<file path="config.mk">
export PLATFORM = sky130hd
export DESIGN_NAME = mic_wake_ctrl
export DESIGN_NICKNAME = d
export VERILOG_FILES = /design/src/rtl/mic_wake_ctrl.sv
export SDC_FILE = /design/constraint.sdc
export NUM_CORES = 1
export LEC_CHECK = 0
export CAP_MARGIN = 20
export CORE_UTILIZATION = 30
export CTS_BUF_LIST = sky130_fd_sc_hd__clkbuf_8
export DETAILED_ROUTE_END_ITERATION = 10
export GPL_ROUTABILITY_DRIVEN = 1
export MAX_ROUTING_LAYER = met4
export PLACE_DENSITY = 0.47
export REMOVE_ABC_BUFFERS = 1
export SYNTH_ARGS = -nofsm -noshare
export SYNTH_HDL_FRONTEND = slang
export SYNTH_SLANG_ARGS = --single-unit
export TNS_END_PERCENT = 20
</file>
<file path="constraint.sdc">
create_clock -name clk -period 5 [get_ports clk]
set_input_delay 0.75 -clock clk [delete_from_list [all_inputs] [get_ports clk]]
set_output_delay 0.75 -clock clk [all_outputs]
set_load 0.005 [all_outputs]
</file>
<file path="src/rtl/mic_wake_ctrl.sv">
// Sound-triggered wake controller: synchronises and debounces the mic comparator,
// pulses signal_awake once per alert and drives a beep pattern on the buzzer.
module mic_wake_ctrl #(
  parameter int TICKS_ON       = 50000000,
  parameter int TICKS_OFF      = 50000000,
  parameter int N_BEEPS        = 4,
  parameter int DEBOUNCE_TICKS = 50000,
  parameter int COOLDOWN_TICKS = 100000000,
  parameter int CNT_W          = 28
) (
  input  logic       clk,
  input  logic       rst,
  input  logic       mic,
  input  logic       enable,
  input  logic       mute,
  input  logic       mode,
  input  logic       ack,
  output logic       buzzer,
  output logic       signal_awake,
  output logic       busy,
  output logic [7:0] wake_count
);
  localparam logic [1:0] S_IDLE  = 2'd0;
  localparam logic [1:0] S_QUAL  = 2'd1;
  localparam logic [1:0] S_ALERT = 2'd2;
  localparam logic [1:0] S_COOL  = 2'd3;

  localparam int BW = $clog2(N_BEEPS + 1);
  localparam logic [CNT_W-1:0] DEB_LAST  = CNT_W'(DEBOUNCE_TICKS - 1);
  localparam logic [CNT_W-1:0] ON_LAST   = CNT_W'(TICKS_ON - 1);
  localparam logic [CNT_W-1:0] OFF_LAST  = CNT_W'(TICKS_OFF - 1);
  localparam logic [CNT_W-1:0] COOL_LAST = CNT_W'(COOLDOWN_TICKS - 1);
  localparam logic [BW-1:0]    BEEP_LAST = BW'(N_BEEPS - 1);
  localparam logic [BW-1:0]    BEEP_MAX  = BW'(N_BEEPS);

  logic             sync1, mic_s, mic_p, rise;
  logic [1:0]       state, state_n;
  logic [CNT_W-1:0] cnt, cnt_n;
  logic [BW-1:0]    beep, beep_n;
  logic             phase_on, phase_on_n;
  logic             mode_l, mode_l_n;
  logic             wake_inc;

  assign rise = mic_s & ~mic_p;

  always_comb begin
    state_n    = state;
    cnt_n      = cnt;
    beep_n     = beep;
    phase_on_n = phase_on;
    mode_l_n   = mode_l;
    wake_inc   = 1'b0;
    case (state)
      S_IDLE: if (rise) begin
        state_n = S_QUAL;
        cnt_n   = '0;
      end
      S_QUAL: begin
        if (!mic_s) begin
          state_n = S_IDLE;
          cnt_n   = '0;
        end else if (cnt == DEB_LAST) begin
          state_n    = S_ALERT;
          wake_inc   = 1'b1;
          mode_l_n   = mode;
          beep_n     = '0;
          cnt_n      = '0;
          phase_on_n = 1'b1;
        end else begin
          cnt_n = cnt + CNT_W'(1);
        end
      end
      S_ALERT: begin
        if (ack) begin
          state_n = S_COOL;
          cnt_n   = '0;
        end else if (phase_on) begin
          if (cnt == ON_LAST) begin
            phase_on_n = 1'b0;
            cnt_n      = '0;
          end else cnt_n = cnt + CNT_W'(1);
        end else if (cnt == OFF_LAST) begin
          // End of a full beep: either finish the fixed pattern or start the next ON.
          cnt_n      = '0;
          phase_on_n = 1'b1;
          beep_n     = (beep == BEEP_MAX) ? beep : beep + BW'(1);
          if (!mode_l && beep == BEEP_LAST) state_n = S_COOL;
        end else begin
          cnt_n = cnt + CNT_W'(1);
        end
      end
      default: begin
        if (cnt == COOL_LAST) begin
          state_n = S_IDLE;
          cnt_n   = '0;
        end else cnt_n = cnt + CNT_W'(1);
      end
    endcase
    if (!enable) begin
      state_n    = S_IDLE;
      cnt_n      = '0;
      beep_n     = '0;
      phase_on_n = 1'b0;
      wake_inc   = 1'b0;
    end
  end

  always_ff @(posedge clk) begin
    if (rst) begin
      sync1        <= 1'b0;
      mic_s        <= 1'b0;
      mic_p        <= 1'b0;
      state        <= S_IDLE;
      cnt          <= '0;
      beep         <= '0;
      phase_on     <= 1'b0;
      mode_l       <= 1'b0;
      buzzer       <= 1'b0;
      signal_awake <= 1'b0;
      busy         <= 1'b0;
      wake_count   <= 8'd0;
    end else begin
      sync1        <= mic;
      mic_s        <= sync1;
      mic_p        <= mic_s;
      state        <= state_n;
      cnt          <= cnt_n;
      beep         <= beep_n;
      phase_on     <= phase_on_n;
      mode_l       <= mode_l_n;
      // Outputs are derived from next state so they line up with the state register.
      buzzer       <= (state_n == S_ALERT) && phase_on_n && !mute;
      signal_awake <= wake_inc;
      busy         <= (state_n != S_IDLE);
      if (wake_inc && wake_count != 8'hFF) wake_count <= wake_count + 8'd1;
    end
  end
endmodule

</file>
==> summary.md <==
| Metric | Value |
|---|---|
| Iteration-0 DRC Markers | `125` |
| Initial core utilization | `0.310` |
| Die area | `0.00888 sq mm` |
| GRT overflow | `0` |
| Leading area contributor after synthesis | `dfxtp_1` |
| Hold Path Class | `register to register` |
| CTS tree | `done` |
| Distinct cell type count after synthesis | `46` |
| Post-Synthesis Cells | `295` |
| Fin. Hold Viols | `0` |
| WP depth | `7` |
| Final net count | `328` |
| Worst Path Buf+Inv | `0` |
| Cell Pwr Density | `~220 mW/mm^2` |
| Critical path required time | `5.22 ns` |
| Clk root buf | `clkbuf_8` |
| Fin util | `0.352` |
| DRC viols | `0` |
| CTS Hold Buffers Added | `0` |
| Post-place setup slack | `between 2 and 2.5 ns` |
| Outcome | `finished, final reports clean` |
| Startpoint types | `register` |
| Initial antenna violation count | `0` |
| Max-slew violation count | `0` |
| Die X | `94.2 microns` |
| Worst setup path category | `register to register` |
| CP cell instances | `ha_1 > nand3_1 > nor4_2 > nand4_1 > a22oi_1 > nand4b_1 > o31ai_1` |
| Leakage power | `about 0.93 nW` |
| Clk buf depth | `2` |
| Clk Latency, worst-skew pair | `0.30 ns` |
| Inserted Clock Buffers | `5` |
| Crit path max-delay family | `simple AND/OR/NAND/NOR gates` |
| Post-DR wirelength/cell | `13.5 microns` |
| Slew margin rel. | `0.513` |
| RSZ-0062 raised after global routing | `no` |
| CP Launch Point | `cnt[0]` |
| GRT Overall Usage | `0.142` |
| Via Count | `between 2000 and 2500` |
| Max frequency | `351 MHz` |
| Core Footprint | `0.00822 sq mm` |
| Synth top area share | `0.385` |
| Worst EP arrival | `3.07 ns` |
| Worst-path clk slew | `approximately 0.10 ns` |
| Min Clock Period, post-route | `2.85 ns` |
| Synth top area cells | `dfxtp_1, nor2_1, xnor2_1` |
| R2R Setup Slk | `between 2 and 2.5 ns` |
| Placed cell areas | `0.00280 sq mm` |
| CTS resizes | `0` |
| First-pass GRT wire length | `9540 microns` |
| Num Clock Sinks | `49` |
| Avg Cell Area, Syn | `8.65 sq um` |
| Area grow syn2layout | `13.3%` |
| Syn Std Cell Area | `between 0.002 and 0.003 sq mm` |
| Reg-to-Reg End | `beep[2]` |
| Max VDD drop | `0.108 mV` |
| #FFs+latches synth | `49` |
| Seq/Total Area, Yosys | `0.385` |
| Largest net degree at the start of global routing | `27` |
| Tcrit/Tclk final | `0.570` |
| Placer Congestion | `0.817` |
| Slew @ Worst Pin | `0.729 ns` |
| Number of global-route vias before repair | `1970` |
| # rows | `33` |
| Final setup margin | `approximately 2.2 ns` |
| H-tree depth | `2` |
| Layout cells sized above 1 | `0.0767` |
| Skew final | `0.0143 ns` |
| Endpoint class of the critical path | `register` |
| Crit-path slowest cell | `a22oi_1` |
| Post-DRT Antenna Nets | `0` |
| N_diodes | `0` |
| Hold WS | `between 0.4 and 0.5 ns` |
| Fillcell total | `~900` |
| Commonest register cell after synthesis | `dfxtp_1` |
| Final WL | `about 5700 microns` |
| Worst r2r src | `cnt[0]` |
| Max FO, Critical Path | `11` |
| Max-Cap Viols | `0` |
| Count of flip-flops with a built-in enable after synthesis | `0` |
| Final Instance Area | `0.00289 sq mm` |
| Setup bufs post-CTS | `0` |
| First drt pass iteration count | `4` |
| FFs w/ async S/R, synth | `0` |
| Final setup TNS | `0 ns` |
| Slowest cell delay on critical path | `approximately 0.66 ns` |
| Port bufs | `17` |
| Vias per cell | `4.90` |
| I/O Pins | `18` |
| End of the critical path | `beep[2]` |
| Final Setup Violations | `0` |
| R2R cell count | `7` |
| Post-DP HPWL | `4210 microns` |
| Syn. warnings | `0` |
| Die Ht | `94.2 microns` |
==> cell type report <==
cell class | count | area (sq um) | area share
sequential | 49 | 981 | 0.339
timing repair buffer | 17 | 170 | 0.0589
multi-input combinational | 225 | 1470 | 0.508
clock inverter | 3 | 17.5 | 0.00606
clock buffer | 5 | 68.8 | 0.0238
inverter | 14 | 52.6 | 0.0182
tap | 105 | 131 | 0.0455
==> registers in the layout, indices dropped and copies added, names as in the netlist <==
signal / cells
busy: 1
phase_on: 1
beep: 3
mode_l: 1
state: 2
signal_awake: 1
wake_count: 8
mic_s: 1
buzzer: 1
mic_p: 1
cnt: 28
sync1: 1
==> worst min-delay path by stage <==
stage               endpoint  slack, ns  cells past startpoint  startpoint
floorplan              mic_s       0.41                      1       sync1
global placement       mic_s       0.43                      1       sync1
detailed placement     mic_s       0.44                      1       sync1
CTS                    mic_s       0.46                      1       sync1
global route           mic_s       0.48                      1       sync1
finish                 mic_s       0.46                      1       sync1
==> stage by stage <==
step	cells	total power [mW]
after floorplan	288	0.415
final	418	0.648
after global placement	410	0.427
after CTS	418	0.663
after global routing	418	0.678
after detailed placement	410	0.427
==> cells by family after synthesis <==
family	count (synthesis)	synth area share
XOR/XNOR	33	0.113
flip-flops	49	0.385
adder cells (fa/ha/maj)	9	0.0441
AO/OA/AOI/OAI	25	0.0814
AND/OR/NAND/NOR	156	0.329
buffers and inverters	21	0.0397
multiplexers	2	0.00785
==> where the power goes <==
part	switching [mW]	total [mW]	internal [mW]
Sequential	0.00114	0.393	0.391
Clock	0.134	0.231	0.0969
Combinational	0.0151	0.0246	0.00953
Total	0.150	0.648	0.498
==> synth_stat cells, drive strengths merged (4+ instances only) <==
| cell | number |
|---|---|
| a21oi | 5 |
| a31o | 4 |
| and2 | 5 |
| and3 | 5 |
| clkbuf | 4 |
| dfxtp | 49 |
| ha | 9 |
| inv | 14 |
| nand2 | 26 |
| nand2b | 5 |
| nand3 | 8 |
| nand4 | 16 |
| nor2 | 49 |
| nor2b | 7 |
| nor3 | 12 |
| nor4 | 7 |
| xnor2 | 19 |
| xor2 | 14 |
==> per-layer routing <==
metal,wire length (microns),share of wire,global-route usage,up-vias
li1,-,-,-,1062
met5,0,0,-,-
met1,3000,0.53,0.197,955
met2,2470,0.44,0.207,24
met3,115,0.020,0.0243,6
met4,72,0.013,0.0436,0
==> cell usage in the layout (no fill, tap or decap), drive strengths merged, types with 3 or more instances in the layout <==
| cell type | count |
|---|---|
| a21oi | 5 |
| a31o | 4 |
| and2 | 5 |
| and3 | 5 |
| clkbuf | 5 |
| clkdlybuf4s50 | 17 |
| dfxtp | 49 |
| ha | 9 |
| inv | 14 |
| nand2 | 26 |
| nand2b | 5 |
| nand3 | 8 |
| nand4 | 16 |
| nand4b | 3 |
| nor2 | 49 |
| nor2b | 7 |
| nor3 | 12 |
| nor4 | 7 |
| o21ai | 3 |
| o31ai | 3 |
| or4 | 3 |
| xnor2 | 19 |
| xor2 | 14 |
Power figures use the tool's default switching activity.
